## src/rtl/bsr_universal.sv

```systemverilog
// ---------------------------------------------------------------------------
// bsr_universal
//   Universal bidirectional shift register. It supports logical shift left and
//   right, rotate left and right, arithmetic shift right, parallel load and
//   synchronous clear. A frame counter counts consecutive shifts of the same
//   kind and pulses done once for every WIDTH such shifts.
//
// Ports
//   clk   : rising-edge clock
//   rst   : asynchronous reset, active low
//   en    : operation enable; when low, all state holds and done is 0
//   mode  : operation select (HOLD/SHL/SHR/ROL/ROR/ASR/LOAD/CLR)
//   sin   : serial data input
//   pin   : parallel load data
//   pout  : register contents
//   sout  : registered copy of the bit most recently shifted or rotated out
//   cnt   : number of shifts completed in the current frame
//   done  : one-cycle pulse when a frame of WIDTH shifts completes
// ---------------------------------------------------------------------------
module bsr_universal #(
   parameter  int WIDTH = 4,
   localparam int CW    = (WIDTH > 2) ? $clog2(WIDTH) : 1
) (
   input  logic             clk,
   input  logic             rst,
   input  logic             en,
   input  logic [2:0]       mode,
   input  logic             sin,
   input  logic [WIDTH-1:0] pin,
   output logic [WIDTH-1:0] pout,
   output logic             sout,
   output logic [CW-1:0]    cnt,
   output logic             done
);

   typedef enum logic [2:0] {
      M_HOLD = 3'b000,
      M_SHL  = 3'b001,
      M_SHR  = 3'b010,
      M_ROL  = 3'b011,
      M_ROR  = 3'b100,
      M_ASR  = 3'b101,
      M_LOAD = 3'b110,
      M_CLR  = 3'b111
   } mode_t;

   localparam logic [CW-1:0] CNT_LAST = CW'(WIDTH - 1);

   mode_t            mode_op;
   logic [WIDTH-1:0] q, q_nxt;
   logic             sout_r, sout_nxt;
   logic [CW-1:0]    cnt_r, cnt_nxt;
   mode_t            last_mode, last_mode_nxt;
   logic             done_r, done_nxt;
   logic             is_shift;

   assign mode_op = mode_t'(mode);

   always_comb begin
      q_nxt         = q;
      sout_nxt      = sout_r;
      cnt_nxt       = cnt_r;
      last_mode_nxt = last_mode;
      done_nxt      = 1'b0;
      is_shift      = 1'b0;

      if (en) begin
         unique case (mode_op)
            M_SHL: begin
               q_nxt    = {q[WIDTH-2:0], sin};
               sout_nxt = q[WIDTH-1];
               is_shift = 1'b1;
            end
            M_SHR: begin
               q_nxt    = {sin, q[WIDTH-1:1]};
               sout_nxt = q[0];
               is_shift = 1'b1;
            end
            M_ROL: begin
               q_nxt    = {q[WIDTH-2:0], q[WIDTH-1]};
               sout_nxt = q[WIDTH-1];
               is_shift = 1'b1;
            end
            M_ROR: begin
               q_nxt    = {q[0], q[WIDTH-1:1]};
               sout_nxt = q[0];
               is_shift = 1'b1;
            end
            M_ASR: begin
               q_nxt    = {q[WIDTH-1], q[WIDTH-1:1]};
               sout_nxt = q[0];
               is_shift = 1'b1;
            end
            M_LOAD: begin
               q_nxt         = pin;
               sout_nxt      = 1'b0;
               cnt_nxt       = '0;
               last_mode_nxt = M_HOLD;
            end
            M_CLR: begin
               q_nxt         = '0;
               sout_nxt      = 1'b0;
               cnt_nxt       = '0;
               last_mode_nxt = M_HOLD;
            end
            default: begin
            end
         endcase
      end

      // A change of shift kind starts a new frame with this shift as the first.
      if (is_shift) begin
         last_mode_nxt = mode_op;
         if (mode_op != last_mode) begin
            cnt_nxt = CW'(1);
         end else if (cnt_r == CNT_LAST) begin
            cnt_nxt  = '0;
            done_nxt = 1'b1;
         end else begin
            cnt_nxt = cnt_r + CW'(1);
         end
      end
   end

   always_ff @(posedge clk or negedge rst) begin
      if (!rst) begin
         q         <= '0;
         sout_r    <= 1'b0;
         cnt_r     <= '0;
         last_mode <= M_HOLD;
         done_r    <= 1'b0;
      end else begin
         q         <= q_nxt;
         sout_r    <= sout_nxt;
         cnt_r     <= cnt_nxt;
         last_mode <= last_mode_nxt;
         done_r    <= done_nxt;
      end
   end

   assign pout = q;
   assign sout = sout_r;
   assign cnt  = cnt_r;
   assign done = done_r;

endmodule

```

## config.mk

```make
export PLATFORM = sky130hd
export DESIGN_NAME = bsr_universal
export DESIGN_NICKNAME = d
export VERILOG_FILES = /design/src/rtl/bsr_universal.sv
export SDC_FILE = /design/constraint.sdc
export NUM_CORES = 1
export LEC_CHECK = 0
export CORE_ASPECT_RATIO = 0.9
export CORE_MARGIN = 2
export CORE_UTILIZATION = 47
export DETAILED_ROUTE_END_ITERATION = 7
export PLACE_DENSITY = 0.79
export SLEW_MARGIN = 20
export SYNTH_ARGS = -nofsm -noshare
export SYNTH_HDL_FRONTEND = slang
export SYNTH_SLANG_ARGS = --single-unit
export TNS_END_PERCENT = 20
```

## constraint.sdc

```tcl
create_clock -name clk -period 1.19 [get_ports clk]
set_input_delay 0.238 -clock clk [delete_from_list [all_inputs] [get_ports clk]]
set_output_delay 0.238 -clock clk [all_outputs]
set_load 0.1 [all_outputs]
```

==> impl_results.md <==
- Number of clock buffers inserted by TritonCTS: 3
- Origin of the critical flop-to-flop path: pout[3]
- Cell count after synthesis: 82
- Layout cell share with drive strength beyond 1: 0.357
- Highest fanout seen on the critical path: 4
- Reported max-cap violation count: 0
- Depth of the CTS H-tree: 1
- Final antenna-violating net count: 0
- Setup repair after global routing missed its margin: yes
- Post-route fraction of the period consumed by the critical path: 1.00
- Placer congestion estimate: 0.829
- Leakage power total: 0.508 nW
- Half-perimeter wire length after placement: 1.40 mm
- TritonCTS clock tree: yes
- Post-synthesis sequential element count: 11
- Stage delay of the slowest cell on the critical path: 0.51 ns
- Hold buffers post-CTS: 0
- Die boundary width: 45.8 um
- Comb pwr share: 0.488
- Arrival time reported for the critical path endpoint: 0.95 ns
- Average via count per standard cell: 5.91
- Diodes inserted: 0
- Top layer reached by signal wires: met4
- Clock share of power: 0.172
- Slew at the pin closest to its max-slew limit: 0.265 ns
- DRC errors left: 0
- Setup violators final: 1
- Final worst path period need: 1.19 ns
- Setup slack of the most critical reg-to-reg path: 0.08 ns
- First drt pass iteration count: 5
- Peak clock frequency supported by timing: 840 MHz
- Die Height: 41.7 um
- Number of placed I/O pins: 19
- First-pass GRT wire length: 3.24 mm
- Nets: 125
- Die area: 1910 um^2
- Power spent charging and discharging nets: 0.635 mW
- Number of port buffers: 18
- Area of combinational cells with multiple inputs: 419 um^2
- Delay-heaviest family, CP: flip-flops
- Setup WS pre-CTS: -0.381 ns
- Routed Wire Length: 2.06 mm
- Number of max-slew violations in the final report: 0
- Flip-flop and latch area: 292 um^2
- Largest net degree at the start of global routing: 12
- Violated checks: negative setup slack
- FF-to-FF path depth: 4
- Nets in the synthesized netlist: 94
- Global-route congestion overflow total: 0
- Clock Root Buffer: sky130_fd_sc_hd__clkbuf_4
- Max clock buf depth: 2
- Internal power consumption: 0.866 mW
- Register clock-pin slew on the reported worst setup and hold paths: 0.08 ns
- Portion of the post-synthesis area used by sequential elements: 0.372
- Routed length on met3: 109 um
- Synthesis-to-finish area growth: 57.8%
- Via count of the first global-routing pass: 711
- Post-route worst setup slack: -0.000436 ns
- Max-Slew Margin vs Limit: 0.822
- Cell variety after synth: 33
- Cell with the largest stage delay on the worst path: sky130_fd_sc_hd__dfrtp_4
- Wire length on met2: 1.03 mm
- Worst R2R End: pout[0]
- Starting density of the core: 0.506
- Total design power: 1.50 mW
- Worst-skew pair later-pin latency: 0.27 ns
- Post-synthesis area per instance: 9.03 um^2
- Placeable core area: 1460 um^2
- Power density over the cells: 1280 nW/um^2
- Cell row count: 13
- Worst setup SP type: register
- Critical path endpoint category: output pin
- Post-route met1 wirelength: 868 um
- Post-synth design cell area: 741 um^2
- Number of clock sinks seen by CTS: 11
- Overall routing resource usage: 0.232
- Share of power burned in registers: 0.340
- Wire per inst: 16.2 um
- Switching share of total power: 0.423
- Setup Crit Path Kind: reg2out
- Max rail drop VDD: 0.751 mV
- Critical path buffers and inverters: 1
- Setup clock skew after layout: 0.00884 ns
- Count of warnings emitted by yosys: 0
- Required @ worst endpoint: 0.95 ns
- Drt first-iter violations: 30
- Final-report hold violation count: 0
- Via count: 750
- Number of fill cells in the layout: 92
- Result of the run: complete, but fails checks
- Series of cell instances along the critical path: buf_12
- Path type of the worst min-delay path: in2async
- Number of antenna violations at the first check in global routing: 0
-- worst max-delay path by stage --
stage	start	end	slack [ns]	depth (start not counted)
2_1_floorplan	cnt[1]	cnt[0]	-0.03	4
3_3_place_gp	mode[1]	pout[2]	-0.34	5
3_5_place_dp	mode[1]	pout[2]	-0.38	5
4_1_cts	pout[0]	pout[0]	-0.004	1
5_1_grt	cnt[0]	cnt[0]	-0.01	1
6_report	pout[0]	pout[0]	-0.0004	1
-- cells in the mapped netlist, drive strengths merged --
cell type / instances / share of area
a211o: 1 / 0.012
a211oi: 2 / 0.027
a21o: 1 / 0.010
a21oi: 4 / 0.027
a22oi: 3 / 0.030
a41oi: 1 / 0.022
buf: 5 / 0.052
dfrtp: 11 / 0.37
ha: 1 / 0.017
inv: 5 / 0.025
mux2i: 2 / 0.027
nand2: 13 / 0.069
nand2b: 3 / 0.025
nand3: 3 / 0.020
nand3b: 2 / 0.020
nor2: 6 / 0.041
o21a: 1 / 0.020
o21ai: 6 / 0.041
o221a: 1 / 0.015
o221ai: 1 / 0.012
o22ai: 1 / 0.0085
o2bb2ai: 2 / 0.024
o31ai: 1 / 0.010
o32a: 1 / 0.014
or2: 1 / 0.012
xnor2: 3 / 0.035
xor2: 1 / 0.012
-- power groups by stage --
stage          Combinational, mW  Sequential, mW  Clock (mW)
6_report                   0.732           0.510       0.259
5_1_grt                    0.764           0.515       0.276
4_1_cts                    0.723           0.509       0.266
3_5_place_dp               0.703           0.516           0
3_3_place_gp               0.694           0.512           0
2_1_floorplan              0.186           0.749           0
-- placed cells by master (no fill, tap or decap), drive strengths merged, types with 2 or more instances in the layout --
cell type	count
buf	20
nand2	13
dfrtp	11
clkdlybuf4s50	6
nor2	6
o21ai	6
inv	5
a21oi	4
clkbuf	4
xnor2	3
nand3	3
a22oi	3
nand2b	3
dlygate4sd2	3
o2bb2ai	2
a211oi	2
mux2i	2
nand3b	2
-- per-layer routing --
layer,global-route usage,vias to the layer above
li1,-,353
met1,0.319,352
met2,0.361,35
met3,0.0304,10
met4,0.0914,0
met5,0,-
-- sequential cells by signal, indices dropped and copies added (netlist names) --
register and cells:
pout 4, cnt 2, sout 1, last_mode 3
done 1
-- repair_timing --
item / 4_1_cts / 5_1_grt
gates resized for setup: 5 / 2
pin swaps: 1 / 0
buffers inserted: 1 / 0
gates cloned: 1 / 0
setup endpoints to repair: 8 / 4
-- cells by family (layout without fill, tap and decap cells) --
kind of cell,count (synthesis),after routing,share of synthesized area
and+or+nand+nor,28,28,0.187
buffers and inverters,10,40,0.0777
adders and majority gates,1,1,0.0169
AOI/OAI and AO/OA,26,26,0.272
xor gates and xnor gates,4,4,0.0473
muxes,2,2,0.0270
DFF,11,11,0.372
-- area by class of cell --
| type | count | area share |
|---|---|---|
| inverter | 5 | 0.0161 |
| sequential | 11 | 0.249 |
| timing repair buffer | 31 | 0.337 |
| clock buffer | 4 | 0.0225 |
| multi-input combinational | 61 | 0.359 |
| tap | 15 | 0.0161 |
-- stage by stage --
| stage | hold WS [ns] | area [um^2] | util | setup TNS, ns | std cells |
|---|---|---|---|---|---|
| 2_1_floorplan | -0.0576 | 757 | - | -0.112 | 82 |
| 3_3_place_gp | 0.524 | 1090 | 0.746 | -3.01 | 121 |
| 3_5_place_dp | 0.529 | 1090 | 0.746 | -3.24 | 121 |
| 4_1_cts | 0.264 | 1160 | 0.793 | -0.00371 | 127 |
| 5_1_grt | 0.283 | 1170 | 0.798 | -0.0266 | 127 |
| 6_report | 0.259 | 1170 | 0.798 | -0.000436 | 127 |
Note: power is estimated with default switching activity, not from simulation.
